===== config.mk =====
export PLATFORM = sky130hd
export DESIGN_NAME = parking_lot_ctrl
export DESIGN_NICKNAME = d
export VERILOG_FILES = /design/src/rtl/parking_pkg.sv /design/src/rtl/parking_slot_timer.sv /design/src/rtl/parking_lot_ctrl.sv
export SDC_FILE = /design/constraint.sdc
export NUM_CORES = 1
export LEC_CHECK = 0
export ABC_AREA = 1
export CAP_MARGIN = 10
export CORE_MARGIN = 2
export CORE_UTILIZATION = 46
export CTS_CLUSTER_DIAMETER = 40
export DETAILED_ROUTE_END_ITERATION = 8
export DONT_BUFFER_PORTS = 1
export HOLD_SLACK_MARGIN = 0.15
export PLACE_DENSITY = 0.65
export SLEW_MARGIN = 30
export SYNTH_ARGS = -nofsm -noshare
export SYNTH_HDL_FRONTEND = slang
export SYNTH_SLANG_ARGS = --single-unit

===== constraint.sdc =====
create_clock -name clk -period 7.57 [get_ports clk]
set_clock_uncertainty 0.2 [all_clocks]
set_input_delay 1.514 -clock clk [delete_from_list [all_inputs] [get_ports clk]]
set_output_delay 1.514 -clock clk [all_outputs]
set_load 0.02 [all_outputs]

===== src/rtl/parking_pkg.sv =====
// Shared types and constants for the parking-lot controller.
package parking_pkg;

    // Gate actuator states
    typedef enum logic {
        G_CLOSED = 1'b0,
        G_OPEN   = 1'b1
    } gate_state_t;

    localparam int DEFAULT_TICK_DIV  = 40_000_000;
    localparam int DEFAULT_GATE_HOLD = 40_000_000;
    localparam int DEFAULT_FULL_HOLD = 40_000_000;

    // Bits needed to hold values 0..value-1, never less than 1
    function automatic int clog2(input int value);
        int r;
        int v;
        r = 0;
        v = value - 1;
        while (v > 0) begin
            r = r + 1;
            v = v >> 1;
        end
        return (r < 1) ? 1 : r;
    endfunction

endpackage


===== src/rtl/parking_slot_timer.sv =====
// Per-slot parked-seconds counter: saturating, cleared on demand,
// forced to zero while the slot is free.
module parking_slot_timer #(
    parameter int TIME_W = 8
) (
    input  logic              clk,
    input  logic              rst,
    input  logic              clear,
    input  logic              tick,
    input  logic              enable,
    output logic [TIME_W-1:0] count
);

    localparam logic [TIME_W-1:0] TIME_MAX = '1;

    // Clear has priority over a coincident tick so a fresh car starts at 0
    always_ff @(posedge clk or posedge rst) begin
        if (rst) begin
            count <= '0;
        end else if (clear || !enable) begin
            count <= '0;
        end else if (tick && (count != TIME_MAX)) begin
            count <= count + TIME_W'(1);
        end
    end

endmodule


===== src/rtl/parking_lot_ctrl.sv =====
// Parametrised parking-lot controller: lowest-free-slot allocation,
// exit validation, per-slot parked time, timed gate and lot-full indications.
//
// Handshake: entry_req/exit_req are single-cycle request pulses with no
// back-pressure. Every request is answered exactly one cycle later by a
// single-cycle pulse on entry_ack, exit_ack or exit_err (a rejected entry
// produces no ack and raises full_flag instead); assigned_slot and
// parked_time are valid in the ack cycle and hold afterwards.
module parking_lot_ctrl
    import parking_pkg::*;
#(
    parameter int NUM_SLOTS = 8,
    parameter int SLOT_W    = $clog2(NUM_SLOTS),
    parameter int TICK_DIV  = DEFAULT_TICK_DIV,
    parameter int GATE_HOLD = DEFAULT_GATE_HOLD,
    parameter int FULL_HOLD = DEFAULT_FULL_HOLD,
    parameter int TIME_W    = 8
) (
    input  logic                 clk,
    input  logic                 reset,
    input  logic                 entry_req,
    input  logic                 exit_req,
    input  logic [SLOT_W-1:0]    exit_slot,
    output logic [NUM_SLOTS-1:0] spots,
    output logic [SLOT_W:0]      free_count,
    output logic [SLOT_W-1:0]    next_free,
    output logic                 entry_ack,
    output logic [SLOT_W-1:0]    assigned_slot,
    output logic                 exit_ack,
    output logic                 exit_err,
    output logic [TIME_W-1:0]    parked_time,
    output logic                 gate_open,
    output logic                 full_flag,
    output gate_state_t          gate_state
);

    localparam int TICK_CW = clog2(TICK_DIV);
    localparam int GATE_CW = clog2(GATE_HOLD);
    localparam int FULL_CW = clog2(FULL_HOLD);

    localparam logic [TICK_CW-1:0] TICK_LAST  = TICK_CW'(TICK_DIV - 1);
    localparam logic [GATE_CW-1:0] GATE_LAST  = GATE_CW'(GATE_HOLD - 1);
    localparam logic [FULL_CW-1:0] FULL_LAST  = FULL_CW'(FULL_HOLD - 1);
    localparam logic [SLOT_W:0]    SLOT_COUNT = (SLOT_W + 1)'(NUM_SLOTS);

    logic [TICK_CW-1:0]   tick_cnt;
    logic                 tick;
    logic [GATE_CW-1:0]   gate_cnt;
    logic [FULL_CW-1:0]   full_cnt;
    logic                 slot_valid;
    logic                 entry_ok;
    logic                 exit_ok;
    logic                 gate_trig;
    logic [NUM_SLOTS-1:0] set_mask;
    logic [NUM_SLOTS-1:0] clr_mask;
    logic [TIME_W-1:0]    slot_time [NUM_SLOTS];

    assign tick       = (tick_cnt == TICK_LAST);
    assign slot_valid = ({1'b0, exit_slot} < SLOT_COUNT);
    assign entry_ok   = entry_req && (free_count != '0);
    assign exit_ok    = exit_req && slot_valid && spots[exit_slot];
    assign gate_trig  = entry_ok || exit_ok;

    // Shared one-second prescaler for all slot timers
    always_ff @(posedge clk or posedge reset) begin
        if (reset) begin
            tick_cnt <= '0;
        end else if (tick) begin
            tick_cnt <= '0;
        end else begin
            tick_cnt <= tick_cnt + TICK_CW'(1);
        end
    end

    // Lowest free slot wins; downward scan so the last hit is the lowest index
    always_comb begin
        next_free = '0;
        for (int i = NUM_SLOTS - 1; i >= 0; i--) begin
            if (!spots[i]) begin
                next_free = SLOT_W'(i);
            end
        end
    end

    // Occupancy bits touched this cycle (entry slot is always free, exit slot occupied)
    always_comb begin
        set_mask = '0;
        clr_mask = '0;
        if (entry_ok) begin
            set_mask[next_free] = 1'b1;
        end
        if (exit_ok) begin
            clr_mask[exit_slot] = 1'b1;
        end
    end

    for (genvar g = 0; g < NUM_SLOTS; g++) begin : g_slot
        parking_slot_timer #(
            .TIME_W (TIME_W)
        ) u_timer (
            .clk    (clk),
            .rst    (reset),
            .clear  (set_mask[g] | clr_mask[g]),
            .tick   (tick),
            .enable (spots[g]),
            .count  (slot_time[g])
        );
    end

    // Occupancy, free count and request responses
    always_ff @(posedge clk or posedge reset) begin
        if (reset) begin
            spots         <= '0;
            free_count    <= SLOT_COUNT;
            entry_ack     <= 1'b0;
            assigned_slot <= '0;
            exit_ack      <= 1'b0;
            exit_err      <= 1'b0;
            parked_time   <= '0;
        end else begin
            entry_ack <= entry_ok;
            exit_ack  <= exit_ok;
            exit_err  <= exit_req && !exit_ok;
            spots     <= (spots | set_mask) & ~clr_mask;
            if (entry_ok) begin
                assigned_slot <= next_free;
            end
            if (exit_ok) begin
                parked_time <= slot_time[exit_slot];
            end
            case ({entry_ok, exit_ok})
                2'b10:   free_count <= free_count - (SLOT_W + 1)'(1);
                2'b01:   free_count <= free_count + (SLOT_W + 1)'(1);
                default: free_count <= free_count;
            endcase
        end
    end

    // Gate FSM: any accepted car (re)starts the hold period
    always_ff @(posedge clk or posedge reset) begin
        if (reset) begin
            gate_state <= G_CLOSED;
            gate_cnt   <= '0;
            gate_open  <= 1'b0;
        end else begin
            case (gate_state)
                G_CLOSED: begin
                    if (gate_trig) begin
                        gate_state <= G_OPEN;
                        gate_cnt   <= GATE_LAST;
                        gate_open  <= 1'b1;
                    end
                end
                G_OPEN: begin
                    if (gate_trig) begin
                        gate_cnt <= GATE_LAST;
                    end else if (gate_cnt == '0) begin
                        gate_state <= G_CLOSED;
                        gate_open  <= 1'b0;
                    end else begin
                        gate_cnt <= gate_cnt - GATE_CW'(1);
                    end
                end
                default: begin
                    gate_state <= G_CLOSED;
                    gate_open  <= 1'b0;
                end
            endcase
        end
    end

    // Lot-full indication: an accepted exit clears it even alongside a rejected entry
    always_ff @(posedge clk or posedge reset) begin
        if (reset) begin
            full_flag <= 1'b0;
            full_cnt  <= '0;
        end else if (exit_ok) begin
            full_flag <= 1'b0;
            full_cnt  <= '0;
        end else if (entry_req && !entry_ok) begin
            full_flag <= 1'b1;
            full_cnt  <= FULL_LAST;
        end else if (full_flag) begin
            if (full_cnt == '0) begin
                full_flag <= 1'b0;
            end else begin
                full_cnt <= full_cnt - FULL_CW'(1);
            end
        end
    end

endmodule

==> results of run 1 <==
[kinds of logic after synthesis]
| group | count (synthesis) | synth area share [%] |
|---|---|---|
| AOI/OAI and AO/OA | 131 | 6.61 |
| xor gates and xnor gates | 62 | 4.98 |
| adders and majority gates | 18 | 2.13 |
| buffers and inverters | 243 | 9.04 |
| DFF | 171 | 39.3 |
| muxes | 1 | 0.103 |
| and+or+nand+nor | 929 | 37.9 |
[flip-flops by register name, indices dropped and copies added, names as in the netlist]
register and flops:
gate_open 1, g_slot.u_timer.count 64, tick_cnt 26, entry_ack 1, gate_state 1, exit_err 1, free_count 4, parked_time 8
spots 8, full_flag 1, exit_ack 1, assigned_slot 3, gate_cnt 26, full_cnt 26
[stage by stage]
step,setup WS (ns),total power [mW],utilization [%],cell area [um^2]
finish,3.20,3.21,49.9,11700
global route,2.86,3.46,49.9,11700
CTS,3.22,3.23,49.9,11700
detailed placement,2.77,2.37,47.5,11100
global placement,2.87,2.36,47.5,11100
floorplan,1.23,2.12,-,10900
[power groups by stage]
stage	Clock [mW]	Sequential (mW)	Combinational [mW]
finish	0.841	1.30	1.07
global route	0.901	1.33	1.23
CTS	0.862	1.30	1.07
detailed placement	0	1.32	1.06
global placement	0	1.31	1.04
floorplan	0	1.20	0.925
[metal layers]
metal	global-route usage, %	vias up	wire, um
met5	0	-	0
met4	5.75	0	374
met3	5.72	26	1960
met2	36.7	267	12500
met1	33.8	4585	13200
li1	-	4998	-
[layout make-up]
cell class	count	area (um^2)
clock buffer	24	502
clock inverter	8	60.1
fill	2332	11700
inverter	199	754
multi-input combinational	1141	5630
sequential	171	4280
tap	319	399
timing repair buffer	3	22.5
[worst max-delay path, delay by kind of cell]
kind / cells / cell delay (ns)
AND/OR/NAND/NOR: 14 / 1.71
buffers and inverters: 2 / 0.47
adder cells (fa/ha/maj): 1 / 0.71
[layout by cell type (no fill, tap or decap), drive strengths merged, types with 13 or more instances in the layout]
master	count
ha	17
nand3	136
nor2	239
xnor2	13
o21ai	73
nand2	413
xor2	49
nor3	29
clkbuf	24
inv	198
dfrtp	170
nand4	94
a21oi	30
[path summary, 6_finish.rpt]
| check | start | end | slack, ns |
|---|---|---|---|
| worst max-delay path | exit_slot[0] | gate_cnt[2]$_DFFE_PP0P_ | 3.20 |
| worst min-delay path | tick_cnt[2]$_DFF_PP0_ | tick_cnt[2]$_DFF_PP0_ | 0.32 |
| worst max register to register | spots[6]$_DFF_PP0_ | gate_cnt[2]$_DFFE_PP0P_ | 3.62 |
| worst min register to register | tick_cnt[2]$_DFF_PP0_ | tick_cnt[2]$_DFF_PP0_ | 0.32 |
| max in group asynchronous | reset | tick_cnt[10]$_DFF_PP0_ | 4.97 |
| min in group asynchronous | reset | gate_cnt[5]$_DFFE_PP0P_ | 0.87 |
==> summary.txt, run 1 <==
Logic synthesis
  – Synth Instances: ~1600
  – Yosys reg bits: between 150 and 200
  – Post-synthesis sequential area ratio: between 30% and 40%
  – Mean post-synth cell area: 7.01 um^2
  – Largest area contributor in the netlist: dfrtp_1
  – Most frequent cells after synthesis: nand2_1, nor2_1, inv_1
  – Unique cell type count in the Yosys netlist: 50
  – Net Count, Synth: between 1500 and 2000
  – Yosys top cell area share: between 30 and 40%
  – EDFF count, synth: 0
  – Yosys synthesis warning count: 0
  – Asr flop ratio synth: 100%
  – Synth Flop Type: dfrtp_1
  – Count leader, synth: nand2_1
  – Area contributors post-synth: dfrtp_1, nand2_1, nor2_1
  – Mapped Area: around 11000 um^2

Clock tree
  – CTS root buffer: clkbuf_16
  – Clock latency on the worst-skew pair: approximately 0.43 ns
  – H-tree levels: 4
  – Worst-path clk slew: ~0.07 ns
  – Post-CTS resize count: 0
  – CTS buffer count: 17
  – Clock tree sinks: between 150 and 200
  – CTS tree: yes
  – Clock buffer depth: 2
  – CTS Hold Bufs: 0
  – Setup Buffers After CTS: 0

Critical path
  – Slowest-stage cell, CP: ha_1
  – Setup CP Type: primary input to flop
  – Crit path launch type: primary input
  – Worst R2R Path Depth: 16
  – Critical path capture point type: flop
  – CP dominant cell by count: nand2_1
  – Critical path, cell by cell: inv_2, nand2_1, nand2_1, nand2_1, nand2_1, nand2_1, nand2_2, nand2_2, buf_4, ha_1, nand4_1, nor2_1, nand2_1, nand2_1, nand2_2, nand3b_1, nand3_1
  – Critical path fanouts, max: 44
  – Data required, critical path: approximately 7.7 ns
  – Max incr delay on CP: between 0.7 and 0.8 ns
  – Crit path arrival time: 4.46 ns

GRT
  – Total gr overflow: 0
  – Wire length of the first global-routing pass: about 47 mm
  – Via count of the first global-routing pass: 9311
  – Initial antenna violation count: 0
  – Pin count of the biggest net entering global routing: 114
  – Total GRT Usage: a little under a quarter

Routing
  – WL/cell: between 15 and 20 um
  – Drt drc: 0
  – Via Count: slightly below 10000
  – Final wirelength: 28.1 mm
  – 1st-iter DRT viols: 739
  – Final ANT Viol Nets: 0
  – Pre-antenna DRT Iters: 5
  – DR vias/cell: ~5.3

Placed design
  – GPL Wtd Cong: 0.894
  – Port buffer count: 0
  – Cell total after placement: 1833
  – Final HPWL DP: roughly 20 mm

Hold path
  – Worst Hold Class: flop to flop
  – Worst Hold Depth: 1

Floorplan
  – Num rows: 56
  – Die area: approximately 25000 um^2
  – Die Span Y: approximately 160 um
  – Initial Utilization: between 40 and 50%
  – Core box area: 23300 um^2
  – Io pins: 39
  – Die X: between 150 and 200 um

Power
  – Power per Cell Area: roughly 280 nW/um^2
  – Fraction of power consumed by the clock network: between 20% and 30%
  – Worst VDD drop: about 0.12 mV
  – Switching pwr: between 1 and 1.5 mW
  – Combinational power share: between 30% and 40%
  – P_int: 1.84 mW
  – Switching Share: a little over two fifths
  – Reg power frac: 40.6%
  – Leakage: between 5 and 6 nW

STA
  – Fin. Hold Viols: 0
  – Setup Viol. Count Final: 0
  – Setup_tns: 0 ns
  – Slew Limit Fails: 0
  – Slew HR: between 40% and 50%
  – Worst hold slack: around 0.32 ns
  – Worst Max-Slew Pin Slew: about 0.90 ns
  – Max Freq: around 0.23 GHz
  – Period utilization: a little under 60%
  – Min cycle time layout: around 4.4 ns
  – Unrepaired setup endpoints after global routing: false

Finish
  – Layout Cells excl Fill: around 1900
  – Ant. Diodes: 0
  – Share of cells above drive strength 1: around 4.6%
  – Final #Nets: between 1500 and 2000
  – Area growth syn-to-layout: 6.90%

Outcome
  – Outcome: complete, no violations

Flow run
  – Max-cap violations: 0
No activity file was read; power rests on OpenSTA's default activity.
==> run 2: changes to the inputs <==
--- a/config.mk
+++ b/config.mk
@@ -13,7 +13,7 @@
 export DETAILED_ROUTE_END_ITERATION = 8
 export DONT_BUFFER_PORTS = 1
 export HOLD_SLACK_MARGIN = 0.15
-export PLACE_DENSITY = 0.65
+export PLACE_DENSITY = 0.67
 export SLEW_MARGIN = 30
 export SYNTH_ARGS = -nofsm -noshare
 export SYNTH_HDL_FRONTEND = slang
==> constraint.sdc (replaced) <==
create_clock -name clk -period 3.55 [get_ports clk]
set_clock_uncertainty 0.2 [all_clocks]
set_input_delay 0.71 -clock clk [delete_from_list [all_inputs] [get_ports clk]]
set_output_delay 0.71 -clock clk [all_outputs]
set_load 0.02 [all_outputs]
==> run 2 against run 1 <==
Effect of this change: sequential cell count is the same; setup slack worse by 2.6 ns; utilization up 0.90 points; clock power increased by 140%; hold slack got worse by 0.053 ns; critical path depth shrank 7; non-clock buffer count is 18 higher; combinational power grew 140%; power is 120% higher.
==> summary.txt, run 2 (synthesis gave the netlist of run 1 again) <==
Outcome
  – Outcome: complete, no violations

Power
  – Leakage: 5.94 nW (+2.0%)
  – Switching Share: 42.1% (-0.64 points)
  – Combinational power share: 35.6% (+2.4 points)
  – Worst VDD drop: 0.367 mV (+200%)
  – Fraction of power consumed by the clock network: 27.9% (+1.7 points)
  – Reg power frac: 36.5% (-4.1 points)
  – Pwr Total: 7.13 mW (+120%)
  – Power per Cell Area: 601 nW/um^2 (+120%)
  – Switching pwr: 3.00 mW (+120%)
  – P_int: 4.13 mW (+120%)

Clock tree
  – CTS buffer count: 17 (unchanged)
  – CTS tree: yes
  – Clock tree sinks: 171 (unchanged)
  – CTS Hold Bufs: 1 (+1)
  – Clock buffer depth: 2 (unchanged)
  – Clock latency on the worst-skew pair: 0.44 ns (about the same)
  – CTS root buffer: clkbuf_16
  – Post-CTS resize count: 0 (unchanged)
  – Setup Buffers After CTS: 0 (unchanged)
  – H-tree levels: 4 (unchanged)
  – Worst-path clk slew: 0.07 ns (about the same)

Routing
  – 1st-iter DRT viols: 1046 (+42%)
  – WL met3: 1.95 mm (-0.92%)
  – Met1 WL: 13.2 mm (-0.49%)
  – Drt drc: 0 (unchanged)
  – Pre-antenna DRT Iters: 6 (+1)
  – Max Used Layer: met4
  – Final wirelength: 28.2 mm (+0.36%)
  – Via Count: 10100 (+1.8%)
  – WL/cell: 15.0 um (-0.60%)
  – Met2 Wirelength: 12.7 mm (+1.5%)
  – DR vias/cell: 5.34 (+0.83%)
  – Final ANT Viol Nets: 0 (unchanged)

GRT
  – Wire length of the first global-routing pass: 47.3 mm (about the same)
  – Initial antenna violation count: 0 (unchanged)
  – Via count of the first global-routing pass: 9606 (+3.2%)
  – Total GRT Usage: 23.9% (+0.11 points)
  – Total gr overflow: 0 (unchanged)
  – Pin count of the biggest net entering global routing: 88 (-23%)

STA
  – Fin. Hold Viols: 0 (unchanged)
  – Setup_tns: 0 ns (unchanged)
  – Worst Max-Slew Pin Slew: 0.617 ns (-0.281 ns)
  – Setup Viol. Count Final: 0 (unchanged)
  – Unrepaired setup endpoints after global routing: false
  – Worst hold slack: 0.263 ns (-0.0531 ns)
  – Period utilization: between 80% and 90%
  – Slew HR: 58.8% (+19 points)
  – Setup ws final: 0.638 ns (-2.56 ns)
  – Slew Limit Fails: 0 (unchanged)
  – Max Freq: around 0.34 GHz
  – Min cycle time layout: between 2 and 3 ns

Critical path
  – R2R Path Start: spots[0]$_DFF_PP0_
  – Critical path fanouts, max: 11 (-75%)
  – Critical path capture point type: output pin
  – R2R Path End: gate_cnt[12]$_DFFE_PP0P_
  – Flop2flop setup slack: 0.64 ns (-2.98 ns)
  – Setup CP Type: flop to output pin
  – Crit path launch type: flop
  – Worst R2R Path Depth: 14 (-2)
  – Data required, critical path: 2.64 ns (-5.02 ns)
  – Crit path arrival time: 2.00 ns (-2.46 ns)

Finish
  – Filler cells: 2316 (-0.69%)
  – Register area: 4280 um^2 (unchanged)
  – Commonest non-fill, non-tap cells in the layout: nand2_1, nor2_1, inv_1
  – Area growth syn-to-layout: 8.83%
  – Final #Nets: 1576 (+1.2%)
  – Biggest register: g_slot.u_timer.count
  – Leading cell type in the layout, fill and taps excluded: nand2_1
  – Share of cells above drive strength 1: 5.75% (+1.2 points)
  – Ant. Diodes: 0 (unchanged)
  – Layout Cells excl Fill: 1883 (+0.97%)
  – Util after Layout: 50.8% (+0.90 points)
  – Largest register FFs: 64 (unchanged)
  – Final Cell Area: 11900 um^2 (+1.8%)
  – Area of the multi-input gates: 5630 um^2 (unchanged)

Floorplan
  – Die X: 158 um (unchanged)
  – Core box area: 23300 um^2 (unchanged)
  – Io pins: 39 (unchanged)
  – Die area: 24900 um^2 (unchanged)
  – Die Span Y: 158 um (unchanged)
  – Initial Utilization: 46.7% (unchanged)
  – Num rows: 56 (unchanged)

Placed design
  – DP Worst Slack: 0.500 ns (-2.27 ns)
  – GPL Wtd Cong: 0.920 (+2.9%)
  – Cell total after placement: 1850 (+0.93%)
  – Port buffer count: 0 (unchanged)
  – Final HPWL DP: 20.3 mm (+0.49%)
  – Placed cell area: 11200 um^2 (+1.3%)

Hold path
  – Hold EP: exit_err$_DFF_PP0_
  – Worst Hold Class: primary input to flop
  – Worst Hold Depth: 2 (+1)
  – Hold Path Origin: exit_req

Flow run
  – Max-cap violations: 0 (unchanged)
## run 2: changes by cell type in the layout (fill, tap and decap cells not counted), moves of 2 or more
| cell | delta |
|---|---|
| clkbuf_1 | -2 |
| buf_4 | +15 |
| bufinv_16 | +3 |
| buf_12 | +2 |
| inv_6 | +3 |
| clkbuf_8 | -5 |
## run 2: critical path, stage by stage (launching register included)
cell and delay, ns:
dfrtp_1 0.41, buf_4 0.21, inv_1 0.06, nand2_1 0.04, nand2_1 0.06, nand2_1 0.08
nand2_1 0.08, nand2_1 0.06, nand2_1 0.09, nand2_1 0.16, inv_1 0.32
## run 2: worst max path at each step
stage                       start                      endpoint  slack (ns)  depth (start not counted)
2_1_floorplan               reset  assigned_slot[0]$_DFFE_PP0P_        0.46                          1
3_3_place_gp         exit_slot[0]     free_count[3]$_DFFE_PP1P_        0.57                         17
3_5_place_dp         exit_slot[0]      gate_cnt[12]$_DFFE_PP0P_        0.50                         15
4_1_cts        spots[7]$_DFF_PP0_                  next_free[0]        0.64                         10
5_1_grt        spots[0]$_DFF_PP0_      gate_cnt[23]$_DFFE_PP0P_        0.30                         16
6_report       spots[7]$_DFF_PP0_                  next_free[0]        0.64                         10
## run 2: cell type report
cell class | instances | share of cell area [%]
clock buffer | 17 | 3.59
clock inverter | 15 | 1.58
inverter | 199 | 6.33
multi-input combinational | 1141 | 47.5
sequential | 171 | 36.1
tap | 319 | 3.36
timing repair buffer | 21 | 1.56
## run 2: routing by layer
layer	vias to the layer above	track usage [%]
li1	5023	-
met4	0	4.85
met1	4741	32.6
met5	-	0
met3	29	6.84
met2	261	38.2
## run 2: power groups by stage
stage | registers (mW) | logic (mW) | clock network [mW]
floorplan | 2.56 | 1.97 | 0
global placement | 2.63 | 2.47 | 0
detailed placement | 2.63 | 2.51 | 0
CTS | 2.60 | 2.53 | 2.03
global route | 2.64 | 2.91 | 2.12
finish | 2.60 | 2.54 | 1.99
==> run 3: changes to the inputs <==
--- a/config.mk
+++ b/config.mk
@@ -13,7 +13,7 @@
 export DETAILED_ROUTE_END_ITERATION = 8
 export DONT_BUFFER_PORTS = 1
 export HOLD_SLACK_MARGIN = 0.15
-export PLACE_DENSITY = 0.67
+export PLACE_DENSITY = 0.65
 export SLEW_MARGIN = 30
 export SYNTH_ARGS = -nofsm -noshare
 export SYNTH_HDL_FRONTEND = slang
==> constraint.sdc (replaced) <==
create_clock -name clk -period 2.7 [get_ports clk]
set_clock_uncertainty 0.2 [all_clocks]
set_input_delay 0.54 -clock clk [delete_from_list [all_inputs] [get_ports clk]]
set_output_delay 0.54 -clock clk [all_outputs]
set_load 0.02 [all_outputs]
==> run 3 against run 2 <==
Effect of this change: first-iteration DRC count shrank 20%; setup slack lost 0.44 ns; global-route usage grew 0.27 points.
==> summary.txt, run 3 (synthesis gave the netlist of run 1 again) <==
Finish
  – Commonest non-fill, non-tap cells in the layout: nand2_1, nor2_1, inv_1
  – Largest register FFs: 64 (unchanged)
  – Biggest register: g_slot.u_timer.count
  – Final #Nets: 1594 (+1.1%)
  – Area growth syn-to-layout: 10.3%
  – Ant. Diodes: 0 (unchanged)
  – Share of cells above drive strength 1: 6.95% (+1.2 points)
  – Leading cell type in the layout, fill and taps excluded: nand2_1

Routing
  – Final wirelength: 28.7 mm (+2.0%)
  – DR vias/cell: 5.34 (about the same)
  – Drt drc: 0 (unchanged)
  – WL/cell: 15.1 um (+1.0%)
  – Final ANT Viol Nets: 0 (unchanged)
  – 1st-iter DRT viols: 833 (-20%)
  – Via Count: 10200 (+1.0%)
  – Pre-antenna DRT Iters: 9 (+3)

Floorplan
  – Die area: 24900 um^2 (unchanged)
  – Initial Utilization: 46.7% (unchanged)
  – Die Span Y: 158 um (unchanged)
  – Io pins: 39 (unchanged)
  – Num rows: 56 (unchanged)
  – Die X: 158 um (unchanged)
  – Core box area: 23300 um^2 (unchanged)

Placed design
  – GPL Wtd Cong: 0.920 (about the same)
  – Final HPWL DP: 21.3 mm (+4.9%)
  – DP Worst Slack: 0.0926 ns (-0.408 ns)
  – Port buffer count: 0 (unchanged)

STA
  – Fin. Hold Viols: 0 (unchanged)
  – Setup ws final: 0.195 ns (-0.443 ns)
  – Unrepaired setup endpoints after global routing: false
  – Min cycle time layout: 2.51 ns
  – Slew HR: 58.6% (-0.17 points)
  – Max Freq: ~0.40 GHz
  – Period utilization: around 93%
  – Setup_tns: 0 ns (unchanged)
  – Slew Limit Fails: 0 (unchanged)
  – Setup Viol. Count Final: 0 (unchanged)
  – Worst Max-Slew Pin Slew: 0.620 ns (+0.00329 ns)

Clock tree
  – Clock tree sinks: 171 (unchanged)
  – Worst-path clk slew: 0.07 ns (about the same)
  – CTS tree: yes
  – Setup Buffers After CTS: 0 (unchanged)
  – CTS buffer count: 17 (unchanged)
  – CTS root buffer: clkbuf_16
  – Clock latency on the worst-skew pair: 0.44 ns (about the same)
  – Clock buffer depth: 2 (unchanged)
  – H-tree levels: 4 (unchanged)

GRT
  – Via count of the first global-routing pass: 9496 (-1.1%)
  – Met3 Use GR: 5.42% (-1.4 points)
  – Initial antenna violation count: 0 (unchanged)
  – Grt met2 use: 37.3% (-0.87 points)
  – Total gr overflow: 0 (unchanged)
  – Total GRT Usage: 24.2% (+0.27 points)
  – Wire length of the first global-routing pass: 48.0 mm (+1.6%)
  – Grt met1 use: 33.9% (+1.3 points)
  – Busiest grt layer: met2
  – Pin count of the biggest net entering global routing: 62 (-30%)

Hold path
  – Worst Hold Class: primary input to flop
  – Worst Hold Depth: 3 (+1)

Critical path
  – Data required, critical path: 1.96 ns (-0.68 ns)
  – Setup CP Type: flop to output pin
  – Crit path arrival time: 1.77 ns (-0.23 ns)
  – CP dominant cell by count: nand2_1
  – Critical path fanouts, max: 11 (unchanged)
  – Critical path capture point type: output pin
  – Max incr delay on CP: 0.38 ns (-0.03 ns)
  – Slowest-stage cell, CP: dfrtp_1
  – Crit path launch type: flop
  – Critical path, cell by cell: buf_4, inv_1, nand2_1, nand2_1, nand2_1, nand2_1, nand2_1, nand2_1, nand2_1, inv_2
  – Worst R2R Path Depth: 14 (unchanged)

Outcome
  – Outcome: complete, no violations

Flow run
  – Max-cap violations: 0 (unchanged)

Power
  – Power per Cell Area: 775 nW/um^2 (+29%)
  – Pwr Total: 9.32 mW (+31%)
  – Leakage: 6.02 nW (+1.3%)
  – Worst VDD drop: 0.375 mV (+2.2%)
run 3: cell types whose count changed in the layout (fill, tap and decap cells not counted), moves of 4 or more:
cell / change
buf_4: +15
clkbuf_8: +4
inv_6: -4
o21ai_0: -4
o21ai_1: +4
run 3: power breakdown:
part	switching [mW]	internal, mW
Combinational	2.44	1.12
Clock	1.05	1.37
Sequential	0.409	2.92
run 3: cell type report:
class                      count  area, um^2
multi-input combinational   1141        5680
tap                          319         399
sequential                   171        4280
timing repair buffer          39         338
fill                        2344       11300
clock buffer                  23         488
inverter                     199         751
clock inverter                 9        87.6
run 3: final timing paths:
check	from	to	slack, ns
setup / recovery	spots[7]$_DFF_PP0_	next_free[0]	0.19
hold / removal	exit_req	g_slot[0].u_timer.count[2]$_DFFE_PP0P_	0.22
max in group asynchronous	reset	free_count[3]$_DFFE_PP1P_	1.09
min in group asynchronous	reset	tick_cnt[23]$_DFF_PP0_	0.46
setup reg to reg	free_count[3]$_DFFE_PP1P_	free_count[3]$_DFFE_PP1P_	0.27
hold reg to reg	gate_cnt[25]$_DFFE_PP0P_	gate_cnt[25]$_DFFE_PP0P_	0.30
run 3: timing repair:
item                       in CTS  in global routing
hold endpoints to repair       22                  0
gates resized for setup         0                  4
setup endpoints to repair       0                  6
hold buffers                    3                  0
run 3: stage by stage:
step                instance area [um^2]  hold WS (ns)  cells  util [%]
global route                       12000         0.230   1901      51.5
finish                             12000         0.225   1901      51.5
floorplan                          11000         0.257   1555         -
CTS                                12000         0.209   1901      51.5
global placement                   11400         0.283   1866      48.9
detailed placement                 11400         0.284   1866      48.9
run 3: worst max-delay path, delay by kind of cell (launching register included):
family	cells	cell delay (ns)
simple gates	7	0.49
flops	1	0.38
buf+inv	3	0.46
run 3: layer usage:
metal	vias to the layer above	routed length [um]	share of wire (%)
met5	-	0	0
met4	0	615	2.1
met3	47	2040	7.1
met2	306	12900	45
met1	4752	13200	46
li1	5050	-	-
